==> src/rtl/hazard_idexe_stage_pkg.sv <==
// Shared pipeline definitions: control-word layout, the bubble encoding and the
// per-cycle action of the ID/EX stage.
package pipe_pkg;

    localparam int unsigned CTRL_W          = 8;
    localparam int unsigned CTRL_REG_WRITE  = 7;
    localparam int unsigned CTRL_MEM_TO_REG = 6;
    localparam int unsigned CTRL_MEM_READ   = 5;
    localparam int unsigned CTRL_MEM_WRITE  = 4;
    localparam int unsigned CTRL_BRANCH     = 3;
    localparam int unsigned CTRL_ALU_SRC    = 2;
    localparam int unsigned CTRL_ALU_OP_MSB = 1;
    localparam int unsigned CTRL_ALU_OP_LSB = 0;

    localparam logic [CTRL_W-1:0] CTRL_BUBBLE = 8'h00;

    typedef enum logic [1:0] {
        ACT_PASS,
        ACT_HOLD,
        ACT_FLUSH,
        ACT_STALL
    } action_e;

endpackage

==> src/rtl/hazard_idexe_stage_if.sv <==
// Decode-to-execute bundle: ID-stage fields in, EXE-stage fields and
// IF/PC control out.
interface hazard_idexe_stage_if #(
    parameter int unsigned DATA_W = 32,
    parameter int unsigned REG_AW = 5
);
    import pipe_pkg::*;

    logic                hold_i;
    logic                id_valid_i;
    logic [DATA_W-1:0]   id_pc_i;
    logic [DATA_W-1:0]   id_rs1_data_i;
    logic [DATA_W-1:0]   id_rs2_data_i;
    logic [DATA_W-1:0]   id_imm_i;
    logic [REG_AW-1:0]   id_rs1_i;
    logic [REG_AW-1:0]   id_rs2_i;
    logic [REG_AW-1:0]   id_rd_i;
    logic                id_uses_rs1_i;
    logic                id_uses_rs2_i;
    logic [CTRL_W-1:0]   id_ctrl_i;
    logic                exe_branch_taken_i;

    logic                pc_write_o;
    logic                ifid_write_o;
    logic                ifid_flush_o;
    logic                exe_valid_o;
    logic [DATA_W-1:0]   exe_pc_o;
    logic [DATA_W-1:0]   exe_rs1_data_o;
    logic [DATA_W-1:0]   exe_rs2_data_o;
    logic [DATA_W-1:0]   exe_imm_o;
    logic [REG_AW-1:0]   exe_rs1_o;
    logic [REG_AW-1:0]   exe_rs2_o;
    logic [REG_AW-1:0]   exe_rd_o;
    logic [CTRL_W-1:0]   exe_ctrl_o;
    logic [31:0]         stall_cnt_o;
    logic [31:0]         flush_cnt_o;

    modport master (
        output hold_i, id_valid_i, id_pc_i, id_rs1_data_i, id_rs2_data_i, id_imm_i,
               id_rs1_i, id_rs2_i, id_rd_i, id_uses_rs1_i, id_uses_rs2_i, id_ctrl_i,
               exe_branch_taken_i,
        input  pc_write_o, ifid_write_o, ifid_flush_o, exe_valid_o, exe_pc_o,
               exe_rs1_data_o, exe_rs2_data_o, exe_imm_o, exe_rs1_o, exe_rs2_o,
               exe_rd_o, exe_ctrl_o, stall_cnt_o, flush_cnt_o
    );

    modport slave (
        input  hold_i, id_valid_i, id_pc_i, id_rs1_data_i, id_rs2_data_i, id_imm_i,
               id_rs1_i, id_rs2_i, id_rd_i, id_uses_rs1_i, id_uses_rs2_i, id_ctrl_i,
               exe_branch_taken_i,
        output pc_write_o, ifid_write_o, ifid_flush_o, exe_valid_o, exe_pc_o,
               exe_rs1_data_o, exe_rs2_data_o, exe_imm_o, exe_rs1_o, exe_rs2_o,
               exe_rd_o, exe_ctrl_o, stall_cnt_o, flush_cnt_o
    );

endinterface

==> src/rtl/hazard_idexe_stage_hazard_detect.sv <==
// Combinational load-use compare between the instruction in ID and a load in EX.
module hazard_detect #(
    parameter int unsigned REG_AW = 5
) (
    input  logic              id_valid,
    input  logic [REG_AW-1:0] id_rs1,
    input  logic [REG_AW-1:0] id_rs2,
    input  logic              id_uses_rs1,
    input  logic              id_uses_rs2,
    input  logic              exe_valid,
    input  logic              exe_mem_read,
    input  logic [REG_AW-1:0] exe_rd,
    output logic              hazard
);

    logic rs1_hit;
    logic rs2_hit;

    assign rs1_hit = id_uses_rs1 && (id_rs1 == exe_rd);
    assign rs2_hit = id_uses_rs2 && (id_rs2 == exe_rd);
    assign hazard  = id_valid && exe_valid && exe_mem_read && (exe_rd != '0)
                     && (rs1_hit || rs2_hit);

endmodule

==> src/rtl/hazard_idexe_stage.sv <==
// ID/EX pipeline register with load-use stall, taken-branch flush, global hold
// and saturating stall/flush event counters.
module hazard_idexe_stage #(
    parameter int unsigned DATA_W = 32,
    parameter int unsigned REG_AW = 5
) (
    input  logic                 clk_i,
    input  logic                 rst_i,
    hazard_idexe_stage_if.slave  bus
);
    import pipe_pkg::*;

    logic              hazard;
    action_e           action;

    logic              exe_valid;
    logic [DATA_W-1:0] exe_pc;
    logic [DATA_W-1:0] exe_rs1_data;
    logic [DATA_W-1:0] exe_rs2_data;
    logic [DATA_W-1:0] exe_imm;
    logic [REG_AW-1:0] exe_rs1;
    logic [REG_AW-1:0] exe_rs2;
    logic [REG_AW-1:0] exe_rd;
    logic [CTRL_W-1:0] exe_ctrl;
    logic [31:0]       stall_cnt;
    logic [31:0]       flush_cnt;

    hazard_detect #(.REG_AW(REG_AW)) u_hazard_detect (
        .id_valid     (bus.id_valid_i),
        .id_rs1       (bus.id_rs1_i),
        .id_rs2       (bus.id_rs2_i),
        .id_uses_rs1  (bus.id_uses_rs1_i),
        .id_uses_rs2  (bus.id_uses_rs2_i),
        .exe_valid    (exe_valid),
        .exe_mem_read (exe_ctrl[CTRL_MEM_READ]),
        .exe_rd       (exe_rd),
        .hazard       (hazard)
    );

    // Hold outranks a taken branch so the branch stays in EX until released.
    always_comb begin
        action = ACT_PASS;
        if (bus.hold_i)                  action = ACT_HOLD;
        else if (bus.exe_branch_taken_i) action = ACT_FLUSH;
        else if (hazard)                 action = ACT_STALL;
    end

    assign bus.pc_write_o   = (action == ACT_PASS) || (action == ACT_FLUSH);
    assign bus.ifid_write_o = (action == ACT_PASS) || (action == ACT_FLUSH);
    assign bus.ifid_flush_o = (action == ACT_FLUSH);

    always_ff @(posedge clk_i or negedge rst_i) begin
        if (!rst_i) begin
            exe_valid    <= 1'b0;
            exe_pc       <= '0;
            exe_rs1_data <= '0;
            exe_rs2_data <= '0;
            exe_imm      <= '0;
            exe_rs1      <= '0;
            exe_rs2      <= '0;
            exe_rd       <= '0;
            exe_ctrl     <= CTRL_BUBBLE;
            stall_cnt    <= '0;
            flush_cnt    <= '0;
        end else begin
            unique case (action)
                ACT_HOLD: ;
                ACT_FLUSH, ACT_STALL: begin
                    exe_valid    <= 1'b0;
                    exe_pc       <= '0;
                    exe_rs1_data <= '0;
                    exe_rs2_data <= '0;
                    exe_imm      <= '0;
                    exe_rs1      <= '0;
                    exe_rs2      <= '0;
                    exe_rd       <= '0;
                    exe_ctrl     <= CTRL_BUBBLE;
                end
                default: begin
                    exe_valid    <= bus.id_valid_i;
                    exe_pc       <= bus.id_pc_i;
                    exe_rs1_data <= bus.id_rs1_data_i;
                    exe_rs2_data <= bus.id_rs2_data_i;
                    exe_imm      <= bus.id_imm_i;
                    exe_rs1      <= bus.id_rs1_i;
                    exe_rs2      <= bus.id_rs2_i;
                    exe_rd       <= bus.id_rd_i;
                    exe_ctrl     <= bus.id_valid_i ? bus.id_ctrl_i : CTRL_BUBBLE;
                end
            endcase
            if (action == ACT_STALL && stall_cnt != '1) stall_cnt <= stall_cnt + 32'd1;
            if (action == ACT_FLUSH && flush_cnt != '1) flush_cnt <= flush_cnt + 32'd1;
        end
    end

    assign bus.exe_valid_o    = exe_valid;
    assign bus.exe_pc_o       = exe_pc;
    assign bus.exe_rs1_data_o = exe_rs1_data;
    assign bus.exe_rs2_data_o = exe_rs2_data;
    assign bus.exe_imm_o      = exe_imm;
    assign bus.exe_rs1_o      = exe_rs1;
    assign bus.exe_rs2_o      = exe_rs2;
    assign bus.exe_rd_o       = exe_rd;
    assign bus.exe_ctrl_o     = exe_ctrl;
    assign bus.stall_cnt_o    = stall_cnt;
    assign bus.flush_cnt_o    = flush_cnt;

endmodule

==> src/flat_wrapper.sv <==
// flat-port wrapper written by rule: the top's interface ports become plain ports
module hazard_idexe_stage_flat import pipe_pkg::*;
#(
    parameter int unsigned DATA_W = 32,
    parameter int unsigned REG_AW = 5
)
  (clk_i, rst_i, bus_hold_i, bus_id_valid_i, bus_id_pc_i, bus_id_rs1_data_i, bus_id_rs2_data_i, bus_id_imm_i, bus_id_rs1_i, bus_id_rs2_i, bus_id_rd_i, bus_id_uses_rs1_i, bus_id_uses_rs2_i, bus_id_ctrl_i, bus_exe_branch_taken_i, bus_pc_write_o, bus_ifid_write_o, bus_ifid_flush_o, bus_exe_valid_o, bus_exe_pc_o, bus_exe_rs1_data_o, bus_exe_rs2_data_o, bus_exe_imm_o, bus_exe_rs1_o, bus_exe_rs2_o, bus_exe_rd_o, bus_exe_ctrl_o, bus_stall_cnt_o, bus_flush_cnt_o);
  hazard_idexe_stage_if #(.DATA_W(DATA_W), .REG_AW(REG_AW)) bus_i ();
  input  logic clk_i;
  input  logic rst_i;
  input wire logic [$bits(bus_i.hold_i)-1:0] bus_hold_i;
  input wire logic [$bits(bus_i.id_valid_i)-1:0] bus_id_valid_i;
  input wire logic [$bits(bus_i.id_pc_i)-1:0] bus_id_pc_i;
  input wire logic [$bits(bus_i.id_rs1_data_i)-1:0] bus_id_rs1_data_i;
  input wire logic [$bits(bus_i.id_rs2_data_i)-1:0] bus_id_rs2_data_i;
  input wire logic [$bits(bus_i.id_imm_i)-1:0] bus_id_imm_i;
  input wire logic [$bits(bus_i.id_rs1_i)-1:0] bus_id_rs1_i;
  input wire logic [$bits(bus_i.id_rs2_i)-1:0] bus_id_rs2_i;
  input wire logic [$bits(bus_i.id_rd_i)-1:0] bus_id_rd_i;
  input wire logic [$bits(bus_i.id_uses_rs1_i)-1:0] bus_id_uses_rs1_i;
  input wire logic [$bits(bus_i.id_uses_rs2_i)-1:0] bus_id_uses_rs2_i;
  input wire logic [$bits(bus_i.id_ctrl_i)-1:0] bus_id_ctrl_i;
  input wire logic [$bits(bus_i.exe_branch_taken_i)-1:0] bus_exe_branch_taken_i;
  output wire logic [$bits(bus_i.pc_write_o)-1:0] bus_pc_write_o;
  output wire logic [$bits(bus_i.ifid_write_o)-1:0] bus_ifid_write_o;
  output wire logic [$bits(bus_i.ifid_flush_o)-1:0] bus_ifid_flush_o;
  output wire logic [$bits(bus_i.exe_valid_o)-1:0] bus_exe_valid_o;
  output wire logic [$bits(bus_i.exe_pc_o)-1:0] bus_exe_pc_o;
  output wire logic [$bits(bus_i.exe_rs1_data_o)-1:0] bus_exe_rs1_data_o;
  output wire logic [$bits(bus_i.exe_rs2_data_o)-1:0] bus_exe_rs2_data_o;
  output wire logic [$bits(bus_i.exe_imm_o)-1:0] bus_exe_imm_o;
  output wire logic [$bits(bus_i.exe_rs1_o)-1:0] bus_exe_rs1_o;
  output wire logic [$bits(bus_i.exe_rs2_o)-1:0] bus_exe_rs2_o;
  output wire logic [$bits(bus_i.exe_rd_o)-1:0] bus_exe_rd_o;
  output wire logic [$bits(bus_i.exe_ctrl_o)-1:0] bus_exe_ctrl_o;
  output wire logic [$bits(bus_i.stall_cnt_o)-1:0] bus_stall_cnt_o;
  output wire logic [$bits(bus_i.flush_cnt_o)-1:0] bus_flush_cnt_o;
  assign bus_i.hold_i = bus_hold_i;
  assign bus_i.id_valid_i = bus_id_valid_i;
  assign bus_i.id_pc_i = bus_id_pc_i;
  assign bus_i.id_rs1_data_i = bus_id_rs1_data_i;
  assign bus_i.id_rs2_data_i = bus_id_rs2_data_i;
  assign bus_i.id_imm_i = bus_id_imm_i;
  assign bus_i.id_rs1_i = bus_id_rs1_i;
  assign bus_i.id_rs2_i = bus_id_rs2_i;
  assign bus_i.id_rd_i = bus_id_rd_i;
  assign bus_i.id_uses_rs1_i = bus_id_uses_rs1_i;
  assign bus_i.id_uses_rs2_i = bus_id_uses_rs2_i;
  assign bus_i.id_ctrl_i = bus_id_ctrl_i;
  assign bus_i.exe_branch_taken_i = bus_exe_branch_taken_i;
  assign bus_pc_write_o = bus_i.pc_write_o;
  assign bus_ifid_write_o = bus_i.ifid_write_o;
  assign bus_ifid_flush_o = bus_i.ifid_flush_o;
  assign bus_exe_valid_o = bus_i.exe_valid_o;
  assign bus_exe_pc_o = bus_i.exe_pc_o;
  assign bus_exe_rs1_data_o = bus_i.exe_rs1_data_o;
  assign bus_exe_rs2_data_o = bus_i.exe_rs2_data_o;
  assign bus_exe_imm_o = bus_i.exe_imm_o;
  assign bus_exe_rs1_o = bus_i.exe_rs1_o;
  assign bus_exe_rs2_o = bus_i.exe_rs2_o;
  assign bus_exe_rd_o = bus_i.exe_rd_o;
  assign bus_exe_ctrl_o = bus_i.exe_ctrl_o;
  assign bus_stall_cnt_o = bus_i.stall_cnt_o;
  assign bus_flush_cnt_o = bus_i.flush_cnt_o;
  hazard_idexe_stage #(.DATA_W(DATA_W), .REG_AW(REG_AW)) u_core (.clk_i(clk_i), .rst_i(rst_i), .bus(bus_i));
endmodule
==> config.mk <==
export PLATFORM = sky130hd
export DESIGN_NAME = hazard_idexe_stage_flat
export DESIGN_NICKNAME = d
export VERILOG_FILES = /design/src/rtl/hazard_idexe_stage_pkg.sv /design/src/rtl/hazard_idexe_stage_if.sv /design/src/rtl/hazard_idexe_stage_hazard_detect.sv /design/src/rtl/hazard_idexe_stage.sv /design/src/flat_wrapper.sv
export SDC_FILE = /design/constraint.sdc
export NUM_CORES = 1
export LEC_CHECK = 0
export CORE_AREA = 2 2 154 156
export CTS_CLUSTER_DIAMETER = 80
export DETAILED_ROUTE_END_ITERATION = 8
export DIE_AREA = 0 0 156 158
export PLACE_DENSITY = 0.76
export REMOVE_ABC_BUFFERS = 1
export SYNTH_ARGS = -nofsm -noshare
export SYNTH_HDL_FRONTEND = slang
export SYNTH_SLANG_ARGS = --single-unit
==> constraint.sdc <==
create_clock -name clk_i -period 2.1 [get_ports clk_i]
set_input_delay 0.21 -clock clk_i [delete_from_list [all_inputs] [get_ports clk_i]]
set_output_delay 0.21 -clock clk_i [all_outputs]
set_load 0.1 [all_outputs]
==> results of run 1 <==
layout make-up:
class                           count  area, um2  share of cell area [%]
Timing Repair Buffer              481       4710                    31.9
Sequential cell                   216       5410                    36.6
Inverter                            6       22.5                   0.152
Tap cell                          290        363                    2.46
Clock buffer                       30        674                    4.57
Clock inverter                     15        221                    1.50
Multi-Input combinational cell    384       3370                    22.8
Antenna cell                        2       5.00                  0.0339
logic make-up (layout without fill, tap and decap cells):
| kind of cell | Yosys count | after routing |
|---|---|---|
| other cells | 0 | 2 |
| buf+inv | 51 | 532 |
| simple gates | 150 | 150 |
| compound gates | 158 | 158 |
| mux | 2 | 2 |
| xor+xnor | 72 | 72 |
| fa+ha+maj | 2 | 2 |
| flops | 216 | 216 |
registers in the layout, indices dropped and copies added, names as in the netlist:
| signal | count |
|---|---|
| u_core.bus.exe_imm_o | 32 |
| u_core.bus.exe_pc_o | 32 |
| u_core.bus.exe_rs1_data_o | 32 |
| u_core.bus.exe_rs2_data_o | 32 |
| u_core.bus.flush_cnt_o | 32 |
| u_core.bus.stall_cnt_o | 32 |
| u_core.bus.exe_ctrl_o | 8 |
| u_core.bus.exe_rd_o | 5 |
| u_core.bus.exe_rs1_o | 5 |
| u_core.bus.exe_rs2_o | 5 |
| u_core.bus.exe_valid_o | 1 |
path summary, 6_finish.rpt:
kind / from / to / slack [ns] / cells past startpoint
setup / recovery: u_core.bus.exe_rd_o[1]$_DFFE_PN0P_ / bus_pc_write_o / -0.49 / 6
hold / removal: rst_i / u_core.bus.exe_imm_o[4]$_DFFE_PN0P_ / 0.26 / 2
setup reg to reg: u_core.bus.exe_rd_o[2]$_DFFE_PN0P_ / u_core.bus.stall_cnt_o[21]$_DFFE_PN0P_ / -0.48 / 8
hold reg to reg: u_core.bus.exe_ctrl_o[3]$_DFFE_PN0P_ / u_core.bus.exe_ctrl_o[3]$_DFFE_PN0P_ / 0.50 / 1
max in group asynchronous: rst_i / u_core.bus.exe_rs1_data_o[31]$_DFFE_PN0P_ / 1.16 / 3
min in group clk_i: bus_hold_i / u_core.bus.flush_cnt_o[3]$_DFFE_PN0P_ / 0.26 / 5
critical path, stage by stage, from the launching register on:
cell,delay (ns)
sky130_fd_sc_hd__dfrtp_2,0.42
sky130_fd_sc_hd__or4_4,0.58
sky130_fd_sc_hd__o2111ai_4,0.24
sky130_fd_sc_hd__nor2_2,0.07
sky130_fd_sc_hd__buf_4,0.15
sky130_fd_sc_hd__a21oi_4,0.20
sky130_fd_sc_hd__buf_12,0.21
repair_timing:
item | CTS | global route
hold buffers | 1 | 0
endpoints found under the setup margin | 186 | 189
hold endpoints to repair | 59 | 0
setup buffers | 29 | 17
pin swaps | 29 | 79
resized for setup | 66 | 67
gates cloned | 25 | 4
per-stage QoR:
stage	setup TNS [ns]	setup slack (ns)	instances	power (W)	hold WS (ns)
2_1_floorplan	-774.01	-4.43	606	0.00710	-0.0856
3_3_place_gp	-82.22	-0.684	1321	0.00824	0.209
3_5_place_dp	-83.20	-0.734	1321	0.00826	0.211
4_1_cts	-62.63	-0.551	1420	0.0133	0.239
5_1_grt	-71.42	-0.600	1424	0.0136	0.263
6_report	-52.08	-0.493	1424	0.0132	0.258
layer usage:
| metal | global-route usage (%) | vias to the layer above | wire (um) |
|---|---|---|---|
| li1 | - | 3378 | - |
| met1 | 30.6 | 3890 | 12800 |
| met2 | 42.1 | 327 | 15900 |
| met3 | 6.30 | 75 | 2400 |
| met4 | 11.2 | 0 | 1300 |
| met5 | 0 | - | 0 |
report_power, final:
| part | switching, W | internal, W |
|---|---|---|
| registers | 0.000231 | 0.00444 |
| clock network | 0.00184 | 0.00292 |
| logic | 0.00272 | 0.00105 |
layout by cell type (no fill, tap or decap), types with 3 or more instances in the layout:
| cell type | netlist | routed |
|---|---|---|
| sky130_fd_sc_hd__nand4_1 | 16 | 16 |
| sky130_fd_sc_hd__nor2_1 | 19 | 16 |
| sky130_fd_sc_hd__and3_1 | 6 | 6 |
| sky130_fd_sc_hd__and4_1 | 6 | 6 |
| sky130_fd_sc_hd__bufinv_16 | 0 | 5 |
| sky130_fd_sc_hd__dfrtp_2 | 0 | 3 |
| sky130_fd_sc_hd__nor3_1 | 16 | 7 |
| sky130_fd_sc_hd__xor2_1 | 50 | 48 |
| sky130_fd_sc_hd__xnor2_1 | 22 | 22 |
| sky130_fd_sc_hd__nand2_1 | 26 | 26 |
| sky130_fd_sc_hd__buf_12 | 0 | 21 |
| sky130_fd_sc_hd__nand3_1 | 25 | 25 |
| sky130_fd_sc_hd__a22o_1 | 144 | 144 |
| sky130_fd_sc_hd__clkdlybuf4s50_1 | 0 | 155 |
| sky130_fd_sc_hd__buf_8 | 0 | 16 |
| sky130_fd_sc_hd__buf_16 | 0 | 11 |
| sky130_fd_sc_hd__nor3_4 | 0 | 6 |
| sky130_fd_sc_hd__clkbuf_16 | 0 | 28 |
| sky130_fd_sc_hd__inv_1 | 6 | 6 |
| sky130_fd_sc_hd__nor4_4 | 2 | 20 |
| sky130_fd_sc_hd__a32o_1 | 8 | 8 |
| sky130_fd_sc_hd__clkinv_2 | 0 | 7 |
| sky130_fd_sc_hd__buf_6 | 2 | 13 |
| sky130_fd_sc_hd__dfrtp_1 | 216 | 213 |
| sky130_fd_sc_hd__clkbuf_8 | 0 | 3 |
| sky130_fd_sc_hd__buf_4 | 2 | 261 |
| sky130_fd_sc_hd__nor3_2 | 1 | 4 |
==> summary.md, run 1 <==
### Timing
* Clock Skews: 0.0150 ns
* final number of hold-violating endpoints: 0
* max-slew violation count: 0
* total of endpoints with negative setup slack in the final report: 186
* final worst path period need: 2.59 ns
* part of the cycle the worst path needs: 123%
* post-route worst setup slack: -0.493 ns
* Least-Margin Pin Slew: 1.17 ns
* max frequency: 386 MHz
* worst-case headroom to the max-slew limit: 22.0%
* setup repair after global routing missed its margin: true

### Logic synthesis
* simple logic cell fraction of the synthesized area: 11.1%
* adder-cell share of the synthesized area: 0.289%
* mux contribution to synthesized area: 0.260%
* proportion of register bits with asynchronous set or reset after synthesis: 100%
* fraction of synthesized cell area taken by the top area cell type: 62.4%
* top flip-flop cell by instance count after synthesis: sky130_fd_sc_hd__dfrtp_1
* number of warning messages in the yosys log: 0
* Synth Area in Compound Gates: 16.0%
* number of enable-type register cells in the synthesized netlist: 0
* Avg Inst Size Synth: 13.3 um2
* biggest area consumer among synthesized cells: sky130_fd_sc_hd__dfrtp_1
* combined area of all synthesized cells: 8660 um2
* number of unique standard cell types used by synthesis: 39
* leading post-synthesis cells by instance count: sky130_fd_sc_hd__dfrtp_1 (216), sky130_fd_sc_hd__a22o_1 (144), sky130_fd_sc_hd__xor2_1 (50), sky130_fd_sc_hd__nand2_1 (26)
* leading post-synthesis cells by cell area: sky130_fd_sc_hd__dfrtp_1 (62%), sky130_fd_sc_hd__a22o_1 (15%), sky130_fd_sc_hd__xor2_1 (5.1%)
* proportion of synthesized chip area in sequential cells: 62.4%
* most frequent cell after synthesis: sky130_fd_sc_hd__dfrtp_1
* Gate Count Post-Synth: 651
* combinational family with the most area after synthesis: compound AO/OA/AOI/OAI gates
* xor/xnor cell area share of the yosys netlist: 7.28%
* #FFs+latches synth: 216

### Critical path
* largest driver fanout on the critical path: 4
* CP Launch Type: flip-flop
* crit end category: primary output
* start-to-end type of the worst setup path: flip-flop to primary output
* Crit path arrival time: 2.38 ns
* data required time of the critical path: 1.89 ns

### Route
* WL per Instance: 22.7 um
* DR vias: 7,670
* drt first pass iters: 5
* DRT iter0 DRCs: 436
* drc violations: 0
* routed wire length: 32,300 um
* post-route antenna net violation count: 0
* post-detailed-route via-to-cell ratio: 5.39

### Layout
* Layout Nets: 1,274
* Final Core Density: 64.1%
* number of inserted filler cells in the final layout: 1,682
* fraction of final layout cells with drive strength greater than 1: 36.9%
* Finished Cell Area: 14,800 um2
* layout overhead on the synthesized area: 70.5%

### Floorplan
* placeable core area: 23,100 um2
* number of rows in the core area: 56
* Top Ports: 377
* Die Y: 158 um
* floorplan die width: 156 um
* initial core utilization: 37.6%
* die area: 24,600 um2

### Clocking
* clock tree from TritonCTS: yes
* buffer depth of the longest clock path: 3
* clock edge transition at the registers on the reported setup and hold paths: 0.07 ns
* clock root buffer master: sky130_fd_sc_hd__clkbuf_16
* later-pin clock latency in the skew report: 0.54 ns
* clock buffers created by TritonCTS: 25
* clock net sink count: 216
* H-tree depth: 1

### Run
* Maximum Capacitance Violations: 0

### Placed design
* half-perimeter wire length after detailed placement: 20,000 um
* count of buffers inserted at the top-level ports: 376
* routability congestion estimate from global placement: 0.840
* Placement Cell Area: 12,600 um2

### Min path
* Hold Crit Class: input pin to asynchronous set/reset pin

### Status
* violations in the final reports: negative setup slack
* status: finished with violations

### GRT
* largest net degree at the start of global routing: 115
* residual overflow from global routing: 0
* Total GRT Usage: 25.1%
* number of global-route vias before repair: 7,817
* first-pass GRT wire length: 46,900 um
* antenna violations before repair: 2

### Power
* power per cell area: 893 nW/um2
* peak supply drop: 0.000534 V
* leak pwr: 7.07 nW

(Power assumes the default switching activity.)
==> run 2: changes to the inputs <==
--- a/config.mk
+++ b/config.mk
@@ -9,6 +9,8 @@
 export CTS_CLUSTER_DIAMETER = 80
 export DETAILED_ROUTE_END_ITERATION = 8
 export DIE_AREA = 0 0 156 158
+export GPL_ROUTABILITY_DRIVEN = 0
+export GPL_TIMING_DRIVEN = 0
 export PLACE_DENSITY = 0.76
 export REMOVE_ABC_BUFFERS = 1
 export SYNTH_ARGS = -nofsm -noshare
==> run 2 against run 1 <==
Effect of this change: sequential share of layout area increased by 0.42 points; utilization decreased by 0.66 points; largest cell class unchanged; wire length decreased by 8.0%; clock skew up 0.0048 ns; register-to-register slack better by 0.05 ns; via count fell by 4.3%; the run still ends with negative setup slack left; critical endpoint is now bus_ifid_write_o; worst setup slack better by 0.046 ns.
==> summary.md, run 2 (synthesized netlist as in run 1, its figures left out) <==
### Route
* DR vias: 7,342, -4.3%
* drt first pass iters: 6, +1
* DRT iter0 DRCs: 325, -25%
* post-route antenna net violation count: 0, unchanged
* WL per Instance: 21.6 um, -4.8%
* post-detailed-route via-to-cell ratio: 5.34, -0.94%
* routed wire length: 29,700 um, -8.0%
* drc violations: 0, unchanged

### Clocking
* clock root buffer master: sky130_fd_sc_hd__clkbuf_16
* clock buffers created by TritonCTS: 25, unchanged
* clock net sink count: 216, unchanged
* buffer depth of the longest clock path: 3, unchanged
* clock tree from TritonCTS: yes
* H-tree depth: 1, unchanged
* clock edge transition at the registers on the reported setup and hold paths: 0.06 ns, about the same
* later-pin clock latency in the skew report: 0.52 ns, -0.02 ns

### Timing
* Least-Margin Pin Slew: 1.12 ns, -0.0509 ns
* max-slew violation count: 0, unchanged
* final number of hold-violating endpoints: 0, unchanged
* final worst path period need: 2.55 ns, -0.0457 ns
* post-route worst setup slack: -0.447 ns, +0.0457 ns
* setup repair after global routing missed its margin: true
* max frequency: 393 MHz, +1.8%
* Clock Skews: 0.0198 ns, +0.00481 ns
* total of endpoints with negative setup slack in the final report: 186, unchanged
* part of the cycle the worst path needs: 121%, -2.2 points
* sum of negative setup slack: -45.57 ns, +6.51 ns
* worst-case headroom to the max-slew limit: 25.6%, +3.7 points
* worst hold slack after final layout: 0.225 ns, -0.0335 ns

### GRT
* largest net degree at the start of global routing: 115, unchanged
* residual overflow from global routing: 0, unchanged
* Total GRT Usage: 23.6%, -1.4 points
* first-pass GRT wire length: 45,300 um, -3.5%
* number of global-route vias before repair: 7,706, -1.4%
* antenna violations before repair: 2, unchanged

### Power
* peak supply drop: 0.000678 V, +27%
* Power Total: 0.0128 W, -2.7%
* switching power share of the total: 35.9%, -0.40 points
* power per cell area: 878 nW/um2, -1.7%
* combinational share of power: 28.2%, -0.4 points
* Switch Pwr: 0.00461 W, -3.8%
* Clock Power Share: 35.6%, -0.5 points
* leak pwr: 7.20 nW, +1.9%
* Seq pwr share: 36.2%, +0.8 points
* internal power: 0.00824 W, -2.1%

### Status
* violations in the final reports: negative setup slack
* status: finished with violations

### Floorplan
* placeable core area: 23,100 um2, unchanged
* Die Y: 158 um, unchanged
* floorplan die width: 156 um, unchanged
* Top Ports: 377, unchanged
* die area: 24,600 um2, unchanged
* initial core utilization: 37.6%, unchanged
* number of rows in the core area: 56, unchanged

### Critical path
* Crit path arrival time: 2.34 ns, -0.04 ns
* data required time of the critical path: 1.89 ns, about the same
* crit end category: primary output
* start-to-end type of the worst setup path: flip-flop to primary output
* CP Launch Type: flip-flop
* largest driver fanout on the critical path: 3, -1

### Min path
* Hold Crit Class: input pin to flip-flop

### Layout
* layout overhead on the synthesized area: 68.7%
* fraction of final layout cells with drive strength greater than 1: 14.8%, -22 points
* Final Core Density: 63.4%, -0.66 points
* Layout Nets: 1,228, -3.6%
* Finished Cell Area: 14,600 um2, -1.0%
* most frequent standard cell in the layout excluding fill and tap cells: sky130_fd_sc_hd__dfrtp_1
* highest-count cells in the layout ignoring fill and taps: sky130_fd_sc_hd__dfrtp_1 (209), sky130_fd_sc_hd__dlygate4sd2_1 (199), sky130_fd_sc_hd__clkdlybuf4s50_1 (155)

### Placed design
* half-perimeter wire length after detailed placement: 19,500 um, -2.6%
* Placement Cell Area: 12,900 um2, +2.5%
* count of buffers inserted at the top-level ports: 376, unchanged

### Run
* Maximum Capacitance Violations: 0, unchanged

## run 2: cell count changes in the layout (fill, tap and decap cells not counted), moves of 3 or more
cell / delta
sky130_fd_sc_hd__clkinv_2: -6
sky130_fd_sc_hd__clkdlybuf4s15_1: +13
sky130_fd_sc_hd__buf_8: -11
sky130_fd_sc_hd__dfrtp_2: +4
sky130_fd_sc_hd__buf_16: +8
sky130_fd_sc_hd__nor4_2: +4
sky130_fd_sc_hd__buf_4: -251
sky130_fd_sc_hd__nor4_4: -4
sky130_fd_sc_hd__clkbuf_8: +6
sky130_fd_sc_hd__buf_12: -9
sky130_fd_sc_hd__dlygate4sd2_1: +199
sky130_fd_sc_hd__dfrtp_1: -4
sky130_fd_sc_hd__clkbuf_1: +3
## run 2: power groups by stage
stage / registers [W] / logic, W / clock network (W)
CTS: 0.00465 / 0.00363 / 0.00464
detailed placement: 0.00472 / 0.00362 / 0
finish: 0.00465 / 0.00362 / 0.00457
global placement: 0.00472 / 0.00362 / 0
global route: 0.00469 / 0.00373 / 0.00482
floorplan: 0.00672 / 0.000380 / 0
## run 2: worst paths after layout
| path | startpoint | end | slack, ns | cells past startpoint |
|---|---|---|---|---|
| worst max-delay path | u_core.bus.exe_rd_o[3]$_DFFE_PN0P_ | bus_ifid_write_o | -0.45 | 9 |
| worst min-delay path | bus_hold_i | u_core.bus.exe_rs1_data_o[31]$_DFFE_PN0P_ | 0.22 | 2 |
| worst max register to register | u_core.bus.exe_rd_o[3]$_DFFE_PN0P_ | u_core.bus.stall_cnt_o[17]$_DFFE_PN0P_ | -0.43 | 7 |
| worst min register to register | u_core.bus.exe_ctrl_o[3]$_DFFE_PN0P_ | u_core.bus.exe_ctrl_o[3]$_DFFE_PN0P_ | 0.48 | 1 |
| max in group asynchronous | rst_i | u_core.bus.flush_cnt_o[26]$_DFFE_PN0P_ | 0.67 | 3 |
| min in group asynchronous | rst_i | u_core.bus.exe_rs2_data_o[12]$_DFFE_PN0P_ | 0.36 | 2 |
## run 2: layout make-up
class	instances	area, um2
fillers	1727	8430
flip-flops and latches	216	5410
repair buffers	434	4590
multi-input cells	385	3360
clock buffers	39	768
well taps	290	363
clock inverters	5	104
inverters	6	22.5
diodes	1	2.50
## run 2: timing repair
item                       in CTS  in global routing
gates cloned                   18                  1
pin swaps                      61                 30
resized for setup             317                 44
setup endpoints to repair     404                217
buffers inserted               26                  9
hold endpoints to repair      113                  0
hold buffers                    1                  0
## run 2: routing by layer
metal	GRT usage, %	part of all wire, %	up-vias
met5	0	0.044	-
met4	9.92	3.7	2
met3	6.84	8.3	71
met2	39.9	50	323
met1	28.3	38	3655
li1	-	-	3291
## run 2: critical path: stages, from the launching register on
cell and delay, ns:
sky130_fd_sc_hd__dfrtp_2 0.43, sky130_fd_sc_hd__buf_6 0.13, sky130_fd_sc_hd__buf_6 0.11, sky130_fd_sc_hd__xnor2_2 0.12, sky130_fd_sc_hd__and2_4 0.14, sky130_fd_sc_hd__a32oi_4 0.26
sky130_fd_sc_hd__buf_6 0.15, sky130_fd_sc_hd__nor2_4 0.04, sky130_fd_sc_hd__a21oi_4 0.22, sky130_fd_sc_hd__buf_12 0.21
## run 2: metrics by stage
stage                     setup slack (ns)  std cells
after detailed placement             -1.25       1284
after floorplan                      -4.43        606
after global placement              -12.22       1272
after global routing                -0.543       1376
after CTS                           -0.521       1373
final                               -0.447       1376
==> run 3: changes to the inputs <==
--- a/config.mk
+++ b/config.mk
@@ -5,13 +5,14 @@
 export SDC_FILE = /design/constraint.sdc
 export NUM_CORES = 1
 export LEC_CHECK = 0
-export CORE_AREA = 2 2 154 156
+export CORE_AREA = 2 2 153 155
+export CTS_BUF_LIST = sky130_fd_sc_hd__clkbuf_8
 export CTS_CLUSTER_DIAMETER = 80
 export DETAILED_ROUTE_END_ITERATION = 8
-export DIE_AREA = 0 0 156 158
+export DIE_AREA = 0 0 155 157
 export GPL_ROUTABILITY_DRIVEN = 0
 export GPL_TIMING_DRIVEN = 0
-export PLACE_DENSITY = 0.76
+export PLACE_DENSITY = 0.77
 export REMOVE_ABC_BUFFERS = 1
 export SYNTH_ARGS = -nofsm -noshare
 export SYNTH_HDL_FRONTEND = slang
==> run 3 against run 2 <==
Effect of this change: the run still ends with negative setup slack left; sequential share of layout area fell by 0.41 points; critical path depth did not move; largest cell class unchanged; via count increased by 2.1%; first-iteration DRC count increased by 27%; wire length grew 2.3%; combinational power grew 1%; worst hold slack got worse by 0.044 ns; worst setup slack got worse by 0.020 ns; final cell count up 2.9%; utilization rose by 2.2 points; maximum frequency decreased by 0.76%; critical path type is now flip-flop to flip-flop.
==> summary.md, run 3 (synthesized netlist as in run 1, its figures left out) <==
### Status
* status: finished with violations
* violations in the final reports: negative setup slack

### Critical path
* CP Launch Type: flip-flop
* Crit path arrival time: 2.97 ns, +0.63 ns
* data required time of the critical path: 2.50 ns, +0.61 ns
* start-to-end type of the worst setup path: flip-flop to flip-flop
* reg-to-reg slack, setup: -0.47 ns, -0.04 ns
* largest driver fanout on the critical path: 5, +2
* crit end category: flip-flop

### Clocking
* clock edge transition at the registers on the reported setup and hold paths: 0.06 ns, about the same
* clock net sink count: 216, unchanged
* buffer depth of the longest clock path: 3, unchanged
* clock buffers created by TritonCTS: 39, +56%
* clock tree from TritonCTS: yes
* later-pin clock latency in the skew report: 0.52 ns, about the same
* clock root buffer master: sky130_fd_sc_hd__clkbuf_8
* H-tree depth: 2, +1

### Floorplan
* floorplan die width: 155 um, -0.64%
* initial core utilization: 38.5%, +0.92 points
* Top Ports: 377, unchanged
* die area: 24,300 um2, -1.3%
* Die Y: 157 um, -0.63%
* placeable core area: 22,500 um2, -2.4%
* number of rows in the core area: 55, -1.8%

### Timing
* Clock Skews: 0.0249 ns, +0.00514 ns
* part of the cycle the worst path needs: 122%, +0.93 points
* setup repair after global routing missed its margin: true
* final worst path period need: 2.57 ns, +0.0196 ns
* total of endpoints with negative setup slack in the final report: 181, -2.7%
* worst-case headroom to the max-slew limit: 27.1%, +1.5 points
* post-route worst setup slack: -0.467 ns, -0.0196 ns
* final number of hold-violating endpoints: 0, unchanged
* Least-Margin Pin Slew: 1.10 ns, -0.0220 ns
* max frequency: 390 MHz, -0.76%
* max-slew violation count: 0, unchanged

### GRT
* antenna violations before repair: 1, -1
* largest net degree at the start of global routing: 111, -3.5%
* Total GRT Usage: 24.7%, +1.1 points
* first-pass GRT wire length: 46,600 um, +2.9%
* number of global-route vias before repair: 7,928, +2.9%
* residual overflow from global routing: 0, unchanged

### Power
* Switch Pwr: 0.00465 W, +1.1%
* Seq pwr share: 38.5%, +2.3 points
* internal power: 0.00743 W, -9.7%
* Clock Power Share: 31.2%, -4.4 points
* switching power share of the total: 38.5%, +2.6 points
* peak supply drop: 0.000917 V, +35%
* power per cell area: 818 nW/um2, -6.8%
* leak pwr: 7.32 nW, +1.7%
* combinational share of power: 30.3%, +2.1 points

### Route
* drc violations: 0, unchanged
* drt first pass iters: 4, -2
* post-route antenna net violation count: 0, unchanged
* DR vias: 7,499, +2.1%
* WL per Instance: 21.5 um, -0.64%
* post-detailed-route via-to-cell ratio: 5.30, -0.75%
* DRT iter0 DRCs: 414, +27%
* routed wire length: 30,400 um, +2.3%

### Layout
* highest-count cells in the layout ignoring fill and taps: sky130_fd_sc_hd__dfrtp_1 (212), sky130_fd_sc_hd__dlygate4sd2_1 (196), sky130_fd_sc_hd__clkdlybuf4s50_1 (155)
* most frequent standard cell in the layout excluding fill and tap cells: sky130_fd_sc_hd__dfrtp_1
* fraction of final layout cells with drive strength greater than 1: 17.4%, +2.5 points
* Final Core Density: 65.6%, +2.2 points
* Layout Nets: 1,261, +2.7%
* layout overhead on the synthesized area: 70.5%
* Finished Cell Area: 14,800 um2, +1.0%

### Min path
* Hold Crit Class: input pin to flip-flop

### Run
* Maximum Capacitance Violations: 0, unchanged

### Placed design
* Placement Cell Area: 12,900 um2, -0.12%
* count of buffers inserted at the top-level ports: 376, unchanged
* half-perimeter wire length after detailed placement: 19,500 um, about the same

[run 3: cell count changes in the layout (fill, tap and decap cells not counted), moves of 4 or more]
cell,delta
sky130_fd_sc_hd__inv_1,+18
sky130_fd_sc_hd__buf_4,+9
sky130_fd_sc_hd__clkbuf_16,-26
sky130_fd_sc_hd__clkbuf_8,+35
sky130_fd_sc_hd__clkbuf_2,+5
sky130_fd_sc_hd__buf_16,+5
sky130_fd_sc_hd__buf_12,+4
sky130_fd_sc_hd__clkbuf_1,-5
sky130_fd_sc_hd__clkinv_2,+4
[run 3: path summary, 6_finish.rpt]
path,depth (start not counted),to,from
worst max-delay path,9,u_core.bus.stall_cnt_o[26]$_DFFE_PN0P_,u_core.bus.exe_rd_o[2]$_DFFE_PN0P_
worst min-delay path,2,u_core.bus.exe_imm_o[16]$_DFFE_PN0P_,bus_hold_i
worst max register to register,9,u_core.bus.stall_cnt_o[26]$_DFFE_PN0P_,u_core.bus.exe_rd_o[2]$_DFFE_PN0P_
worst min register to register,1,u_core.bus.stall_cnt_o[10]$_DFFE_PN0P_,u_core.bus.stall_cnt_o[10]$_DFFE_PN0P_
max in group asynchronous,3,u_core.bus.exe_rs2_data_o[27]$_DFFE_PN0P_,rst_i
min in group asynchronous,2,u_core.bus.stall_cnt_o[12]$_DFFE_PN0P_,rst_i
[run 3: power by group through the flow]
stage | clock (W) | sequential (W) | combinational, W
floorplan | 0 | 0.00672 | 0.000380
global placement | 0 | 0.00471 | 0.00361
detailed placement | 0 | 0.00472 | 0.00362
CTS | 0.00384 | 0.00465 | 0.00366
global route | 0.00403 | 0.00468 | 0.00378
finish | 0.00378 | 0.00465 | 0.00366
[run 3: area by class of cell]
type / instances / area, um2
fill: 1714 / 7730
clock inverter: 25 / 130
inverter: 6 / 22.5
multi-input combinational: 386 / 3400
timing repair buffer: 452 / 4840
tap: 285 / 357
antenna: 2 / 5.00
sequential: 216 / 5410
clock buffer: 44 / 606
[run 3: routing by layer]
metal,GRT usage [%],up-vias,part of all wire [%]
met3,7.08,79,8.0
li1,-,3374,-
met4,9.57,0,3.6
met5,0,-,0
met1,30.0,3735,39
met2,42.0,311,49
[run 3: per-stage QoR]
step	total power [W]	worst slack [ns]	setup TNS, ns	instances	hold slack [ns]
after floorplan	0.00710	-4.43	-774.01	606	-0.0856
after global placement	0.00832	-12.26	-3913.06	1267	0.472
after detailed placement	0.00834	-1.16	-146.86	1279	0.313
after CTS	0.0121	-0.465	-58.30	1402	0.159
after global routing	0.0125	-0.591	-65.09	1415	0.189
final	0.0121	-0.467	-45.23	1416	0.181
[run 3: repair_timing]
item                                    in CTS  in global routing
endpoints found under the setup margin     404                213
gates resized for setup                    331                 42
hold buffers                                 1                  0
pin swaps                                   50                 31
cloned                                      18                  1
endpoints found under the hold margin      109                  0
buffers inserted                            35                 13
[run 3: worst max-delay path: stages (launching register included)]
cell	delay, ns
sky130_fd_sc_hd__dfrtp_2	0.44
sky130_fd_sc_hd__buf_6	0.13
sky130_fd_sc_hd__xor2_1	0.16
sky130_fd_sc_hd__nor4_2	0.29
sky130_fd_sc_hd__a32oi_2	0.20
sky130_fd_sc_hd__or4_4	0.54
sky130_fd_sc_hd__buf_4	0.18
sky130_fd_sc_hd__buf_8	0.14
sky130_fd_sc_hd__nor4_4	0.16
sky130_fd_sc_hd__xor2_1	0.24
